<file path="config.mk">
export PLATFORM = sky130hd
export DESIGN_NAME = wb_regfile
export DESIGN_NICKNAME = d
export VERILOG_FILES = /design/src/rtl/wb_regfile.sv
export SDC_FILE = /design/constraint.sdc
export NUM_CORES = 2
export LEC_CHECK = 0
export CAP_MARGIN = 5
export CELL_PAD_IN_SITES_DETAIL_PLACEMENT = 1
export CELL_PAD_IN_SITES_GLOBAL_PLACEMENT = 1
export CORE_UTILIZATION = 48
export DETAILED_ROUTE_END_ITERATION = 8
export GPL_ROUTABILITY_DRIVEN = 0
export PLACE_DENSITY = 0.75
export SLEW_MARGIN = 30
export SYNTH_ARGS = -nofsm -noshare
export SYNTH_HDL_FRONTEND = slang
export SYNTH_SLANG_ARGS = --single-unit
</file>
<file path="constraint.sdc">
create_clock -name stg_clk -period 1.75 [get_ports stg_clk]
set_input_delay 0.175 -clock stg_clk [delete_from_list [all_inputs] [get_ports stg_clk]]
set_output_delay 0.175 -clock stg_clk [all_outputs]
set_load 0.05 [all_outputs]
</file>
<file path="src/rtl/wb_regfile.sv">
// Writeback register file: 32x32 array, two combinational read ports and a pending-write scoreboard.
// Optional same-cycle write-to-read forwarding is enabled by defining WB_REGFILE_BYPASS_EN.
module wb_regfile (
    input  logic        stg_clk,
    input  logic        reset,
    input  logic [4:0]  rd,
    input  logic [31:0] c,
    input  logic        save_to_reg,
    input  logic        stg_ena,
    input  logic [4:0]  rs1,
    input  logic [4:0]  rs2,
    input  logic        claim,
    input  logic [4:0]  claim_rd,
    output logic [31:0] a_out,
    output logic [31:0] b_out,
    output logic        a_busy,
    output logic        b_busy
);

    logic [31:0] regs [32];
    logic [31:0] pending;
    logic [31:0] pend_next;
    logic        wr;
    logic        claim_act;
    logic [31:0] a_stored;
    logic [31:0] b_stored;

    // Gating with reset keeps the forwarding path quiet while reset is held.
    assign wr        = save_to_reg & ~stg_ena & (rd != 5'd0) & reset;
    assign claim_act = claim & (claim_rd != 5'd0) & reset;

    always_ff @(posedge stg_clk or negedge reset) begin
        if (!reset) begin
            for (int unsigned i = 0; i < 32; i++) begin
                regs[i] <= '0;
            end
        end else if (wr) begin
            regs[rd] <= c;
        end
    end

    // Claim is applied after the clear so a same-index claim/write leaves the bit set.
    always_comb begin
        pend_next = pending;
        if (wr) begin
            pend_next[rd] = 1'b0;
        end
        if (claim_act) begin
            pend_next[claim_rd] = 1'b1;
        end
        pend_next[0] = 1'b0;
    end

    always_ff @(posedge stg_clk or negedge reset) begin
        if (!reset) begin
            pending <= '0;
        end else begin
            pending <= pend_next;
        end
    end

    assign a_stored = (rs1 == 5'd0) ? '0 : regs[rs1];
    assign b_stored = (rs2 == 5'd0) ? '0 : regs[rs2];

`ifdef WB_REGFILE_BYPASS_EN
    always_comb begin
        a_out  = a_stored;
        a_busy = pending[rs1];
        b_out  = b_stored;
        b_busy = pending[rs2];
        if (wr && (rd == rs1)) begin
            a_out  = c;
            a_busy = claim_act && (claim_rd == rs1);
        end
        if (wr && (rd == rs2)) begin
            b_out  = c;
            b_busy = claim_act && (claim_rd == rs2);
        end
    end
`else
    always_comb begin
        a_out  = a_stored;
        a_busy = pending[rs1];
        b_out  = b_stored;
        b_busy = pending[rs2];
    end
`endif

endmodule

</file>
---- Word level (Yosys, flattened, before mapping) ----
Index checks and enable logic that the tools add are counted.
Widths: inputs -> output; s select.
word-level totals
  bits in registers ....................... 1,055
  bits of input ports ..................... 57
  output and inout bits ................... 66
  word-level logic and storage cells ...... 83
cells by class
  order comparisons ....................... 10
  mux-type cells .......................... 21
  bitwise gates (word level) .............. 12
  reductions and logical operators ........ 7
operators by type and width
  operator            number
  $bwmux 1024         1
  $bmux 32 s5         2
  $mux 32             9
  $demux 32 s5        1
  $and 32x32->32      1
  $not 32->32         1
  $or 32x32->32       1
  $lt 5x6->1 const B  4
  $ge 6x6->1 const B  3
  $not 5->6           3
  $bmux 1 s5          2
  $demux 1 s5         2
  $ge 5x1->1 const B  2
  $logic_not 5->1     2
  $reduce_bool 5->1   2
  $lt 6x1->1 const B  1
  $and 1x1->1         5
  $mux 1              4
  $logic_and 1x1->1   3
  $not 1->1           1

---- Logic depth before layout (Yosys ltp) ----
  depth in word-level cells ............... 9
  mapped depth ............................ 8
  depth with buffers taken out ............ 4

---- Least setup slack after synthesis ----
No wires, ideal clock.
  path type ............................... input port to output port
  from .................................... in rs1[1]
  to ...................................... out a_out[29]
  arrival time ............................ 2.674 ns
  required time ........................... 1.575 ns
  slack ................................... -1.099 ns
  stages .................................. 8
  path buffers ............................ 4
  cells stage by stage .................... buf_2 > buf_2 > buf_4 > nor2_1 > buf_2 > a221oi_1 > o21ai_0 > a311oi_1
between the ends
  word-level cells in the longest chain between the ends .. 5
  elaborated cells between the ends (all ways) .. 6
  classes of those cells .................. mux: 4; bitwise: 1; reduce/logical: 1
RTL lines
  what                                         RTL line  source
  from (decl)                                  10        input logic [4:0] rs1,
  $not 5->6 (not written as such)              62        assign a_stored = (rs1 == 5'd0) ? '0 : regs[rs1];
  $bmux 32 s5                                  62
  $mux 32 (not written as such) (2 in series)  62
  $mux 32 (*)                                  62
  to (decl)                                    14        output logic [31:0] a_out,
Every way passes the cells marked *; elsewhere a longest branch is shown, timed or not. The select of a mux whose other input is x is not followed.

---- Worst setup path after layout ----
  from .................................... reg pending[11]
  to ...................................... out a_busy
between the ends
  word-level cells in the longest chain between the ends .. 2
RTL lines
  what                          RTL line  source
  from (decl)                   21        logic [31:0] pending;
  from (signal assigned)        58        pending <= pend_next;
  $bmux 1 s5                    83        a_busy = pending[rs1];
  $mux 1 (not written as such)  83
  to (decl)                     16        output logic a_busy,
No other way between the ends. The select of a mux whose other input is x is not followed.

==> results.rst <==
.. list-table::
   :header-rows: 1

   * - Metric
     - Value
   * - Number of setup violations in the final report
     - 66
   * - Slew of the pin with the lowest slew margin
     - 0.737 ns
   * - Design area
     - 0.0729 mm^2
   * - Placed inst area
     - 0.0674 mm^2
   * - CTS clock-pin slew for the worst setup and hold paths
     - 0.06 ns
   * - VDD IR-drop max
     - 0.000857 V
   * - Die footprint
     - between 0.1 and 0.15 mm^2
   * - Worst max-slew margin expressed relative to the limit
     - 50.8%
   * - Die height
     - 344 um
   * - Endpoint, Worst Hold
     - pending[16]$_DFF_PN0_
   * - Data required, critical path
     - between 1.5 and 2 ns
   * - Count of filler cells inserted in the layout
     - 9983
   * - Clock tree from TritonCTS
     - built
   * - Flop and latch count out of synthesis
     - around 1.1k
   * - Remaining design rule violation count
     - 0
   * - Number of instances in the synthesized netlist
     - 3768
   * - Kind of critical path
     - flip-flop to output port
   * - Vias after detailed routing
     - 41.2k
   * - Worst slack, placed
     - -0.876 ns
   * - Internal power of the cells
     - 48.1 mW
   * - Number of violations of the max-capacitance limit
     - 0
   * - Fraction of power consumed by the clock network
     - about two fifths
   * - Outcome
     - finished, violations left
   * - Routed length per placed instance
     - 37.1 um
   * - First-pass GRT wire length
     - approximately 320000 um
   * - Maximum level of the CTS H-tree
     - 3
   * - Number of global-route vias before repair
     - 44.9k
   * - DPL Wire Length
     - ~140000 um
   * - Core footprint
     - 0.115 mm^2
   * - Row cnt
     - 124
   * - Hold wc startpoint
     - claim_rd[1]
   * - Power dissipated by switching net loads
     - 18.5 mW
   * - Number of nets in the final layout
     - 4366
   * - Vias per cell
     - between 6 and 7
   * - Maximum number of buffers from clock root to sink
     - 3
   * - Total track usage
     - 37.6%
   * - Post-synth cell types
     - between 40 and 50
   * - Avg Inst Size Synth
     - around 15 um^2
   * - Final Worst Setup Slack
     - -1.03 ns
   * - Peak clock frequency supported by timing
     - 360 MHz
   * - Dominant cells by area after synthesis
     - sky130_fd_sc_hd__dfrtp_1 (47%), sky130_fd_sc_hd__mux2_2 (21%), sky130_fd_sc_hd__mux4_2 (19%)
   * - Starting density of the core
     - 48.7%
   * - Share of the core filled with cells
     - 63.4%
   * - Power per unit of standard cell area
     - approximately 900 mW/mm^2
   * - Failing checks
     - negative setup slack
   * - Number of diodes added for antenna fixing
     - 0
   * - Worst clock skew
     - 0 ns
   * - Layout area overhead
     - 30.2%
   * - PortBufs
     - 122
   * - YS warnings
     - 0
   * - Class of the most critical hold timing path
     - input pin to flip-flop
   * - Reg power frac
     - 42.2%
   * - Number of routed nets with antenna violations
     - 0
   * - Wire length reported by the detailed router
     - 220000 um
   * - Logic depth of the worst register-to-register path
     - 4
   * - Count of clock tree sinks
     - 1055
   * - Synthesized area
     - 0.0560 mm^2
   * - First-pass DRT Iterations
     - 7
   * - Pin count of the biggest net entering global routing
     - 125
   * - Hold path depth
     - 3
   * - Setup repair after global routing missed its margin
     - yes
   * - Critical path origin
     - pending[11]$_DFF_PN0_
   * - Final-report hold violation count
     - 0
   * - Slew Limit Fails
     - 0
   * - Critical Path Sink Type
     - output port
   * - Cell taking the most area after synthesis
     - sky130_fd_sc_hd__dfrtp_1
   * - Number of antenna violations at the first check in global routing
     - 4
   * - First-iteration detailed-routing DRC count
     - 3987
   * - CTS buffer count
     - roughly 110
   * - Arrival time of data at the critical path endpoint
     - roughly 2.6 ns
   * - Launching point of the worst reg2reg path
     - regs[525]$_DFFE_PN0P_
   * - Final period demand of the worst path
     - 2.78 ns
   * - Capturing point of the worst reg2reg path
     - regs[525]$_DFFE_PN0P_
   * - Maximum fanout along the worst path
     - 3
   * - Layout cell share with drive strength beyond 1
     - 65.3%
   * - Proportion of synthesized chip area in sequential cells
     - 47.1%
   * - Static leakage
     - 32.9 nW
   * - I/O Pins
     - 123
   * - Critical Path Start Type
     - flip-flop
   * - Global-route congestion overflow total
     - 0
   * - Comb power frac
     - 18.7%
   * - Synthesized netlist net count
     - 3825
   * - Final clock period utilization by the worst path
     - 159%
   * - Worst setup slack for register-to-register paths
     - just over 0.6 ns
   * - Root Buffer Master
     - sky130_fd_sc_hd__clkbuf_16
   * - Insertion delay of the later-clocked pin in the worst-skew pair
     - roughly 0.74 ns
   * - Design Power
     - 66.6 mW
   * - Share of the synthesized area in the top cell type
     - 47.1%
   * - Die width
     - 344 um
   * - Switch share
     - 27.7%
-- what timing repair did --
action                     4_1_cts  5_1_grt
pin swaps                       77       60
gates resized for setup        295       79
setup endpoints to repair       66       83
hold endpoints to repair        85        0
hold buffers                     1        0
buffers inserted                37       19
-- cell type report --
cell class              instances  area [um^2]  area share, %
multi-input cells            2255        30900           42.4
clock inverters                46          658          0.902
clock buffers                 167         3310           4.54
repair buffers                865         9710           13.3
well taps                    1512         1890           2.59
flip-flops and latches       1055        26400           36.2
inverters                      18         72.6         0.0995
-- Yosys cell counts --
library cell and instances:
sky130_fd_sc_hd__mux2_2 1057, sky130_fd_sc_hd__dfrtp_1 1055, sky130_fd_sc_hd__mux4_2 466, sky130_fd_sc_hd__clkbuf_1 234, sky130_fd_sc_hd__buf_2 162, sky130_fd_sc_hd__mux2i_1 130
sky130_fd_sc_hd__o21ai_0 119, sky130_fd_sc_hd__nor2b_1 72, sky130_fd_sc_hd__a211oi_1 64, sky130_fd_sc_hd__a22oi_1 64, sky130_fd_sc_hd__a311oi_1 64, sky130_fd_sc_hd__nand2_1 61
sky130_fd_sc_hd__a221oi_1 46, sky130_fd_sc_hd__buf_1 33, sky130_fd_sc_hd__nor2_1 26, sky130_fd_sc_hd__inv_1 18, sky130_fd_sc_hd__o2111ai_1 18, sky130_fd_sc_hd__a22o_1 9
sky130_fd_sc_hd__buf_4 9, sky130_fd_sc_hd__nand2b_1 9, sky130_fd_sc_hd__o2bb2ai_1 7, sky130_fd_sc_hd__o32ai_1 6, sky130_fd_sc_hd__nand3b_1 5, sky130_fd_sc_hd__or4_1 5
sky130_fd_sc_hd__and2_1 4, sky130_fd_sc_hd__nand3_1 4, sky130_fd_sc_hd__nor2_2 3, sky130_fd_sc_hd__buf_6 2, sky130_fd_sc_hd__nor3_1 2, sky130_fd_sc_hd__nor3b_1 2
sky130_fd_sc_hd__or2_2 2, sky130_fd_sc_hd__and3b_1 1, sky130_fd_sc_hd__mux2_1 1, sky130_fd_sc_hd__nand4_1 1, sky130_fd_sc_hd__nand4b_1 1, sky130_fd_sc_hd__nor3_2 1
sky130_fd_sc_hd__nor4_1 1, sky130_fd_sc_hd__nor4_2 1, sky130_fd_sc_hd__o22ai_1 1, sky130_fd_sc_hd__o31ai_1 1, sky130_fd_sc_hd__or3_1 1
-- how the worst max path moves through the flow --
stage                      to  slack, ns  depth (start not counted)
finish                 a_busy      -1.03                          4
detailed placement  a_out[13]      -0.88                          8
global route           a_busy      -1.04                          4
floorplan              a_busy      -0.13                          5
global placement    a_out[13]      -0.89                          8
CTS                    a_busy      -1.04                          4
-- placed cells by master, fill, tap and decap left out, types with 16 or more instances in the layout --
master	instances
sky130_fd_sc_hd__a211oi_2	55
sky130_fd_sc_hd__a221oi_2	44
sky130_fd_sc_hd__a22oi_1	43
sky130_fd_sc_hd__a22oi_2	21
sky130_fd_sc_hd__a311oi_4	64
sky130_fd_sc_hd__buf_12	235
sky130_fd_sc_hd__buf_4	552
sky130_fd_sc_hd__buf_6	25
sky130_fd_sc_hd__clkbuf_1	29
sky130_fd_sc_hd__clkbuf_16	116
sky130_fd_sc_hd__clkbuf_8	23
sky130_fd_sc_hd__clkdlybuf4s50_1	44
sky130_fd_sc_hd__clkinv_2	22
sky130_fd_sc_hd__dfrtp_1	1055
sky130_fd_sc_hd__inv_1	16
sky130_fd_sc_hd__mux2_2	999
sky130_fd_sc_hd__mux2_4	58
sky130_fd_sc_hd__mux2i_1	130
sky130_fd_sc_hd__mux4_2	466
sky130_fd_sc_hd__nand2_1	51
sky130_fd_sc_hd__nor2_4	17
sky130_fd_sc_hd__nor2b_1	48
sky130_fd_sc_hd__nor2b_4	23
sky130_fd_sc_hd__o21ai_1	34
sky130_fd_sc_hd__o21ai_2	27
sky130_fd_sc_hd__o21ai_4	49
-- per-stage QoR --
| step | hold slack (ns) | setup TNS [ns] | instances |
|---|---|---|---|
| detailed placement | 0.384 | -543.50 | 5687 |
| global route | 0.216 | -56.14 | 5918 |
| global placement | 0.376 | -468.09 | 5686 |
| floorplan | -0.121 | -8.36 | 3768 |
| CTS | 0.179 | -54.37 | 5908 |
| finish | 0.206 | -53.60 | 5918 |
-- power groups by stage --
| stage | combinational (mW) | clock [mW] | sequential [mW] |
|---|---|---|---|
| 3_5_place_dp | 11.5 | 0 | 28.4 |
| 2_1_floorplan | 6.98 | 0 | 27.7 |
| 4_1_cts | 12.1 | 26.2 | 28.0 |
| 5_1_grt | 12.9 | 27.1 | 28.3 |
| 3_3_place_gp | 11.1 | 0 | 28.1 |
| 6_report | 12.4 | 26.0 | 28.1 |
-- sequential cells by signal, summed over array words and instances, names as in the netlist --
name and cells:
regs 1024, pending 31
-- per-layer routing --
metal  GRT usage, %  vias to the layer above  part of all wire, %
li1               -                    15700                    -
met1           49.3                    22500                   39
met2           59.4                     2250                   48
met3           6.89                      733                  7.2
met4           21.0                        6                  6.3
met5              0                        -                0.020
-- worst max-delay path: stages (launching register included) --
cell	delay, ns
sky130_fd_sc_hd__dfrtp_1	0.41
sky130_fd_sc_hd__mux4_2	0.50
sky130_fd_sc_hd__mux4_2	0.50
sky130_fd_sc_hd__mux2_4	0.31
sky130_fd_sc_hd__buf_12	0.15
-- cell families (layout without fill, tap and decap cells) --
group,Yosys count,count (layout),synth area share (%)
buf+inv,458,1096,3.52
compound gates,399,399,5.15
mux,1654,1654,42.3
simple gates,202,202,1.91
flops,1055,1055,47.1
(Power assumes the default switching activity.)
